**src/rtl/tl_inflight_tracker.sv**
```systemverilog
// tl_inflight_tracker
//   Protocol-state stage for one TileLink-UL A/D channel pair. Tracks which
//   source IDs have an outstanding request, counts burst beats on both
//   channels, checks each D response against the request it answers, and
//   runs a no-progress watchdog. Violations come out as registered one-cycle
//   pulses plus a sticky first-error code.
//
// Handshake: a beat transfers on a channel exactly in a cycle where both
//   valid and ready are high at the rising edge (a_fire / d_fire). Nothing
//   else on a channel has any effect, and this block never drives ready.
//
// Ports
//   clock, reset         sole clock; synchronous active-high reset
//   a_valid, a_ready     A handshake
//   a_opcode/size/source A request fields
//   d_valid, d_ready     D handshake
//   d_opcode/size/source D response fields
//   err_dup_source       pulse: A first beat on an already pending source
//   err_no_request       pulse: D first beat on a source with nothing pending
//   err_mismatch         pulse: D size/opcode differs from the stored expectation
//   err_timeout          pulse: watchdog expired
//   err_code             sticky first error (0 none,1 dup,2 noreq,3 mismatch,4 timeout)
//   inflight_count       number of pending sources
module tl_inflight_tracker #(
    parameter int SOURCE_BITS     = 3,
    parameter int BEAT_BYTES_LOG2 = 3,
    parameter int TIMEOUT         = 1024
) (
    input  logic                   clock,
    input  logic                   reset,
    input  logic                   a_valid,
    input  logic                   a_ready,
    input  logic [2:0]             a_opcode,
    input  logic [2:0]             a_size,
    input  logic [SOURCE_BITS-1:0] a_source,
    input  logic                   d_valid,
    input  logic                   d_ready,
    input  logic [2:0]             d_opcode,
    input  logic [2:0]             d_size,
    input  logic [SOURCE_BITS-1:0] d_source,
    output logic                   err_dup_source,
    output logic                   err_no_request,
    output logic                   err_mismatch,
    output logic                   err_timeout,
    output logic [2:0]             err_code,
    output logic [SOURCE_BITS:0]   inflight_count
);

    localparam int NSRC = 1 << SOURCE_BITS;
    localparam int WD_W = $clog2(TIMEOUT);
    localparam logic [WD_W-1:0] WD_MAX = WD_W'(TIMEOUT - 1);
    localparam logic [WD_W-1:0] WD_ARM = WD_W'(TIMEOUT - 2);

    logic [NSRC-1:0] pending_q;
    logic [2:0]      size_q [NSRC];
    logic [2:0]      op_q   [NSRC];
    logic [7:0]      a_beat_cnt;
    logic [7:0]      d_beat_cnt;
    logic            d_ok_q;      // current multi-beat D burst answers a pending request
    logic [WD_W-1:0] wd_cnt;

    logic            a_take, a_multi, a_first, a_last;
    logic            d_fire, d_multi, d_first, d_last, d_tracked;
    logic [7:0]      a_beats_m1, d_beats_m1;
    logic [NSRC-1:0] retire_mask, pending_ret, pending_d;
    logic            dup, record, noreq, mismatch, wd_clear, timeout_hit;
    logic [2:0]      exp_op;

    function automatic logic [SOURCE_BITS:0] popcount(input logic [NSRC-1:0] v);
        logic [SOURCE_BITS:0] c;
        c = '0;
        for (int i = 0; i < NSRC; i++) c = c + {{SOURCE_BITS{1'b0}}, v[i]};
        return c;
    endfunction

    always_comb begin
        // Opcodes 6/7 are not TileLink-UL requests; they change nothing.
        a_take     = a_valid && a_ready && (a_opcode <= 3'd5);
        a_multi    = (a_opcode <= 3'd1) && (int'(a_size) > BEAT_BYTES_LOG2);
        a_beats_m1 = a_multi ? ((8'd1 << (a_size - 3'(BEAT_BYTES_LOG2))) - 8'd1) : 8'd0;
        a_first    = a_take && (a_beat_cnt == 8'd0);
        a_last     = a_take && (a_beat_cnt == a_beats_m1);

        d_fire     = d_valid && d_ready;
        d_multi    = (d_opcode == 3'd1) && (int'(d_size) > BEAT_BYTES_LOG2);
        d_beats_m1 = d_multi ? ((8'd1 << (d_size - 3'(BEAT_BYTES_LOG2))) - 8'd1) : 8'd0;
        d_first    = d_fire && (d_beat_cnt == 8'd0);
        d_last     = d_fire && (d_beat_cnt == d_beats_m1);
        d_tracked  = d_first ? pending_q[d_source] : d_ok_q;

        // Retire before record so a same-cycle reuse of a source is legal.
        retire_mask = (d_last && d_tracked) ? (NSRC'(1) << d_source) : '0;
        pending_ret = pending_q & ~retire_mask;
        dup         = a_first && pending_ret[a_source];
        record      = a_first && !dup;
        pending_d   = pending_ret | (record ? (NSRC'(1) << a_source) : '0);

        noreq    = d_first && !pending_q[d_source];
        mismatch = d_first && pending_q[d_source] &&
                   ((d_size != size_q[d_source]) || (d_opcode != op_q[d_source]));

        case (a_opcode)
            3'd0, 3'd1:       exp_op = 3'd0;
            3'd2, 3'd3, 3'd4: exp_op = 3'd1;
            default:          exp_op = 3'd2;
        endcase

        wd_clear    = d_fire || (inflight_count == '0);
        // Fires on the edge where the counter steps onto TIMEOUT-1; saturation
        // keeps it from firing again until a clear.
        timeout_hit = !wd_clear && (wd_cnt == WD_ARM);
    end

    always_ff @(posedge clock) begin
        if (reset) begin
            pending_q      <= '0;
            for (int i = 0; i < NSRC; i++) begin
                size_q[i] <= '0;
                op_q[i]   <= '0;
            end
            a_beat_cnt     <= '0;
            d_beat_cnt     <= '0;
            d_ok_q         <= 1'b0;
            wd_cnt         <= '0;
            err_dup_source <= 1'b0;
            err_no_request <= 1'b0;
            err_mismatch   <= 1'b0;
            err_timeout    <= 1'b0;
            err_code       <= 3'd0;
            inflight_count <= '0;
        end else begin
            pending_q <= pending_d;
            if (record) begin
                size_q[a_source] <= a_size;
                op_q[a_source]   <= exp_op;
            end
            if (a_take) a_beat_cnt <= a_last ? 8'd0 : a_beat_cnt + 8'd1;
            if (d_fire) d_beat_cnt <= d_last ? 8'd0 : d_beat_cnt + 8'd1;
            if (d_first) d_ok_q <= pending_q[d_source];

            if (wd_clear)             wd_cnt <= '0;
            else if (wd_cnt != WD_MAX) wd_cnt <= wd_cnt + 1'b1;

            err_dup_source <= dup;
            err_no_request <= noreq;
            err_mismatch   <= mismatch;
            err_timeout    <= timeout_hit;
            if (err_code == 3'd0) begin
                if (dup)              err_code <= 3'd1;
                else if (noreq)       err_code <= 3'd2;
                else if (mismatch)    err_code <= 3'd3;
                else if (timeout_hit) err_code <= 3'd4;
            end
            inflight_count <= popcount(pending_d);
        end
    end

endmodule
```
**config.mk**
```make
export PLATFORM = sky130hd
export DESIGN_NAME = tl_inflight_tracker
export DESIGN_NICKNAME = d
export VERILOG_FILES = /design/src/rtl/tl_inflight_tracker.sv
export SDC_FILE = /design/constraint.sdc
export NUM_CORES = 1
export LEC_CHECK = 0
export ABC_AREA = 1
export CORE_ASPECT_RATIO = 1.5
export CORE_MARGIN = 2
export CORE_UTILIZATION = 43
export CTS_CLUSTER_DIAMETER = 40
export DETAILED_ROUTE_END_ITERATION = 7
export GPL_ROUTABILITY_DRIVEN = 0
export PLACE_DENSITY = 0.58
export SYNTH_ARGS = -nofsm -noshare
export SYNTH_HDL_FRONTEND = slang
export SYNTH_SLANG_ARGS = --single-unit
```
**constraint.sdc**
```tcl
create_clock -name clock -period 6.9 [get_ports clock]
set_input_delay 1.38 -clock clock [delete_from_list [all_inputs] [get_ports clock]]
set_output_delay 1.38 -clock clock [all_outputs]
set_load 0.01 [all_outputs]
```
==> After elaboration in Yosys (flattened, before gate mapping) <==
Memories as Yosys holds them, arrays and structs flattened.
Index checks and enable logic that the tools add are counted.
{ "word_totals": {"register_bits": 46, "ram_bits": 40, "in_bits": 24, "output_inout_bits": 11, "elab_cells": 111, "mem_count": 2} }
{ "mem_list": {"columns": ["name", "words", "word_bits", "rd", "rd_ports_with_merged_regs", "wr", "line_no", "text"], "rows": [
  ["size_q", 8, 3, 1, 0, 8, "55", "logic [2:0] size_q [NSRC];"],
  ["op_q", 8, 2, 1, 0, 8, "56", "logic [2:0] op_q [NSRC];"]
]} }
{ "op_classes": {"addsub": 14, "n_lt_le_gt_ge": 6, "eq_ne": 11, "shifts": 4, "n_mux": 27, "bitwise_logic": 3, "n_reduce_logical": 33} }
{ "op_table": {"columns": ["operator", "n"], "rows": [
  ["$mux 8", 6],
  ["$shl 1x3->8 const A", 4],
  ["$mux 3", 7],
  ["$add 4x1->4", 4],
  ["$add 8x1->8 const B", 2],
  ["$eq 8x8->1", 2],
  ["$logic_and 1x1->1", 16],
  ["$logic_not 8->1", 2],
  ["$sub 8x1->8 const B", 2],
  ["$add 10x1->10 const B", 1],
  ["$eq 10x10->1 const B", 1],
  ["$mux 1", 10],
  ["$ne 10x10->1 const B", 1],
  ["$and 8x8->8", 1],
  ["$lt 3x4->1 const B", 2],
  ["$not 8->8", 1],
  ["$or 8x8->8", 1],
  ["$bmux 1 s3", 2],
  ["$eq 3x1->1 const B", 2],
  ["$eq 3x2->1 const B", 2],
  ["$gt 3x2->1 const B", 2],
  ["$logic_not 3->1", 2],
  ["$ne 3x3->1", 2],
  ["$reduce_or 2->1", 3],
  ["15 further kinds", 20]
]} }

==> Logic depth before layout (Yosys ltp) <==
{ "logic_depth": {"ltp_word": 24, "mapped_depth": 36, "depth_no_buf": 35} }

==> Worst setup path after synthesis <==
No wires, ideal clock.
{ "synth_path": {"path_kind": "input port to flip-flop", "startpoint": "input port d_size[0]", "endpoint": "register inflight_count[2]", "setup_ps": 131, "arrival_ps": 6250, "t_required_ps": 6769, "path_slack_ps": 519, "path_stages": 34, "path_buffers": 1, "cell_sequence": "buf_2 > nand2_2 > inv_1 > ha_1 > inv_1 > nand3_1 > ha_1 > a21oi_1 > o21ai_0 > nand2_1 > nand3_1 > nor2_1 > nand3_1 > nor2_4 > nand4_1 > nand3_1 > nand2_1 > nor2_1 > nand2_1 > nand2_1 > nand2_2 > inv_2 > nand3_1 > nand2_1 > fa_1 > inv_1 > fa_1 > fa_1 > inv_1 > ha_1 > inv_1 > fa_1 > xor2_1 > nor2_1"} }
{ "synth_via": {"elab_chain_len": 24, "word_cells_on_any_way": 26, "classes_between": "add/sub (9); order compare (1); eq/ne (1); shift (1); mux (5); bitwise (3); reduce/logical (6)"} }
{ "synth_lines": {"columns": ["element", "line_no", "text"], "rows": [
  ["from (decl)", "39", "input logic [2:0] d_size,"],
  ["$sub 3x2->3", "86", "d_beats_m1 = d_multi ? ((8'd1 << (d_size - 3'(BEAT_BYTES_LOG2))) - 8'd1) : 8'd0;"],
  ["$shl 1x3->8", "86", null],
  ["$sub 8x1->8", "86", null],
  ["$mux 8 *", "86", null],
  ["$eq 8x8->1 *", "88", "d_last = d_fire && (d_beat_cnt == d_beats_m1);"],
  ["$logic_and 1x1->1 *", "88", null],
  ["$logic_and 1x1->1 *", "92", "retire_mask = (d_last && d_tracked) ? (NSRC'(1) << d_source) : '0;"],
  ["$mux 8 *", "92", null],
  ["(+6 left out)", null, null],
  ["$logic_and 1x1->1", "95", "record = a_first && !dup;"],
  ["$mux 8", "96", "pending_d = pending_ret | (record ? (NSRC'(1) << a_source) : '0);"],
  ["$or 8x8->8 *", "96", null],
  ["net pending_d[1]", "65", "logic [NSRC-1:0] retire_mask, pending_ret, pending_d;"],
  ["$add 1x1->2 *", "72", "for (int i = 0; i < NSRC; i++) c = c + {{SOURCE_BITS{1'b0}}, v[i]};"],
  ["$add 2x1->3 *", "72", null],
  ["$add 3x1->4 *", "72", null],
  ["$add 4x1->4 * (4 in a row)", "72", null],
  ["to (signal assigned)", "154", "inflight_count <= popcount(pending_d);"],
  ["to (decl)", "46", "output logic [SOURCE_BITS:0] inflight_count"]
]} }
The timed path passes the listed nets; every way through them passes the cells marked *. The select of a mux whose other input is x is not followed.
A chain may end at the register's enable or synchronous reset.

==> Final worst setup path <==
{ "layout_path": {"startpoint": "input port d_size[1]", "endpoint": "register inflight_count[2]"} }
The elaborated chain is that of the path after synthesis.

==> metrics <==
Pwr Density 207 mW/mm²; Setup TNS Final 0 ns; VDD IR max 0.000157 V; asr flop ratio synth 0; Leakage Power 2.44 nW; CP delay by family, top adder cells; status finished, final reports clean; cell mode on critical path nand2_1; first drt pass iteration count 5; initial antenna violation count 0; TritonCTS buffer count 9; dpl ws -0.00227 ns; DRC 0; Boundary Pins 35; EDFF count, synth 40; total of max-cap violations 0; Starting Density 0.444; Compound-Gate Fraction of Synth Area 0.0813; Slew HR 0.303; CP Buf/Inv Count 9; GRT overflow 0; Synth Area in XOR/XNOR 0.0459; sequential share of the synthesized area 0.430; Top FF cell, synth dfxtp_1; Total Routing Usage GR 0.204; diode count 0; main combinational cell family by area after synthesis simple AND/OR/NAND/NOR gates; CTS tree done; synthesized instance count ~630; Layout Nets 724; Fillers 1060; post-synth top area share 0.243; mapped cell area between 0.004 and 0.005 mm²; Worst Setup End Kind flop; post-route ant nets 0; DR iter-0 viols 205; largest net degree at the start of global routing 31; Tot Pwr 0.00122 W; Die Area 0.0124 mm²; Post-Route Utilization 0.532; FMAX 152 MHz; reg2reg setup slack 1.65 ns; IO Port Bufs 34; WP data arrival ~6.8 ns; hpwl dp 9170 µm; Area Overhead vs Synth 19.8%; clk buf depth 2; Simple-Gate Fraction of Synth Area 0.312; detailed-route via count roughly 4.3k; first-pass GRT wire length 20100 µm; clk_lat worst skew roughly 0.33 ns; vias in the first global route 4349; Clock transition at path regs ~0.060 ns; cell row count 47; CTS root buffer clkbuf_16; core area 0.0111 mm²; Post-CTS Hold Buffers 0; Fin Hold WS 0.487 ns; max incr delay on CP 0.50 ns; ranking of synthesized cells by area edfxtp_1 (24%), dfxtp_1 (19%), nand2_1 (9.0%); post-route worst setup slack 0.325 ns; CP max FO 5; vias per std cell 5.18; synth unique cells 40; worst slew pin tran between 1 and 1.5 ns; Hold Vio Cnt, Final 0; Max Transition Viols Final 0; Synth Area per Inst slightly below 8 µm²; Die Span Y 135 µm; Setup CP Type in -> reg; CP startpoint kind primary input; share of layout cells above drive strength 1 0.0933; Synth area leader edfxtp_1; final wirelength 12100 µm; Crit-path slowest cell fa_1; mux share of post-synthesis cell area 0; Die X-Extent a little over 90 µm; CP Data Required Time 7.11 ns; CTS H-tree lvls 3; post-layout min period approximately 6.6 ns; period utilisation layout 0.953; Syn Nets 676; drt wl/cell about 15 µm; Syn. warnings 0; clock tree sinks between 80 and 90; count of final setup violators 0; hold crit path type reg -> reg; Final Skew 0.00547 ns; synthesized flop and latch total 86; post-synthesis adder-cell area fraction 0.0542
registers in the layout, indices dropped and copies added (netlist names):
signal / cells
err_code: 3
a_beat_cnt: 8
err_no_request: 1
op_q: 16
err_mismatch: 1
wd_cnt: 10
d_beat_cnt: 8
pending_q: 8
err_timeout: 1
d_ok_q: 1
err_dup_source: 1
inflight_count: 4
size_q: 24
synth_stat cells (all sizes together), types with 4 or more instances:
| cell type | instances |
|---|---|
| a21oi | 20 |
| a22oi | 13 |
| clkbuf | 9 |
| clkinv | 6 |
| dfxtp | 46 |
| edfxtp | 40 |
| fa | 4 |
| ha | 15 |
| inv | 80 |
| nand2 | 120 |
| nand3 | 54 |
| nand4 | 26 |
| nor2 | 111 |
| nor3 | 15 |
| nor4 | 6 |
| o21ai | 24 |
| xor2 | 22 |
layout by cell type, fill, tap and decap left out, types with 4 or more instances in the layout:
cell type and instances:
nand2_1 117, nor2_1 105, inv_1 72, nand3_1 46, dfxtp_1 46, edfxtp_1 40
clkdlybuf4s50_1 34, nand4_1 22, xor2_1 21, o21ai_0 20, a21oi_1 19, nor3_1 15
buf_4 14, a22oi_1 13, ha_1 13, clkbuf_16 11, inv_2 8, nand3_2 8
clkinv_1 6, nor4_1 6, o21ai_1 4, nand4_2 4, fa_1 4
cells by family after synthesis:
family | Yosys count
simple gates | 337
flops | 86
buf+inv | 98
fa+ha+maj | 19
compound gates | 68
xor+xnor | 25
layout make-up:
type	instances	area, µm²	area share
Multi-Input combinational cell	450	2510	0.424
Timing Repair Buffer	48	445	0.0753
Inverter	86	323	0.0546
Sequential cell	86	2120	0.359
Tap cell	147	184	0.0311
Clock inverter	3	28.8	0.00487
Clock buffer	13	303	0.0512
tightest hold or removal path: stages, from the launching register on:
cell and delay [ns]:
dfxtp_1 0.31, inv_1 0.08, a21oi_1 0.06
timing repair:
action                     in CTS  in global routing
setup endpoints to repair       0                  2
resized for setup               0                 12
buffers inserted                0                  1
routing by layer:
layer / part of all wire / wire length (µm) / vias up / global-route usage
li1: - / - / 2207 / -
met1: 0.41 / 4960 / 1986 / 0.231
met2: 0.53 / 6400 / 100 / 0.372
met3: 0.037 / 444 / 22 / 0.0412
met4: 0.026 / 318 / 0 / 0.0808
met5: 0 / 0 / - / 0
power breakdown:
part	internal [W]	total [W]	switching, W	leakage (nW)
clock network	0.000312	0.000517	0.000205	0.165
registers	0.000547	0.000554	0.00000638	0.777
logic	0.0000558	0.000154	0.0000983	1.50
total	0.000916	0.00122	0.000309	2.44
per-stage QoR:
step                      cell area [µm²]  cells
after floorplan                      4940    633
after global routing                 5910    833
after detailed placement             5510    815
after global placement               5510    815
after CTS                            5840    831
final                                5910    833
worst paths after layout:
kind / startpoint / end / cells past startpoint
hold / removal: wd_cnt[2] / wd_cnt[2] / 2
setup / recovery: d_size[1] / inflight_count[2] / 36
setup reg to reg: d_beat_cnt[0] / inflight_count[2] / 28
hold reg to reg: wd_cnt[2] / wd_cnt[2] / 2
(Power assumes the default switching activity.)
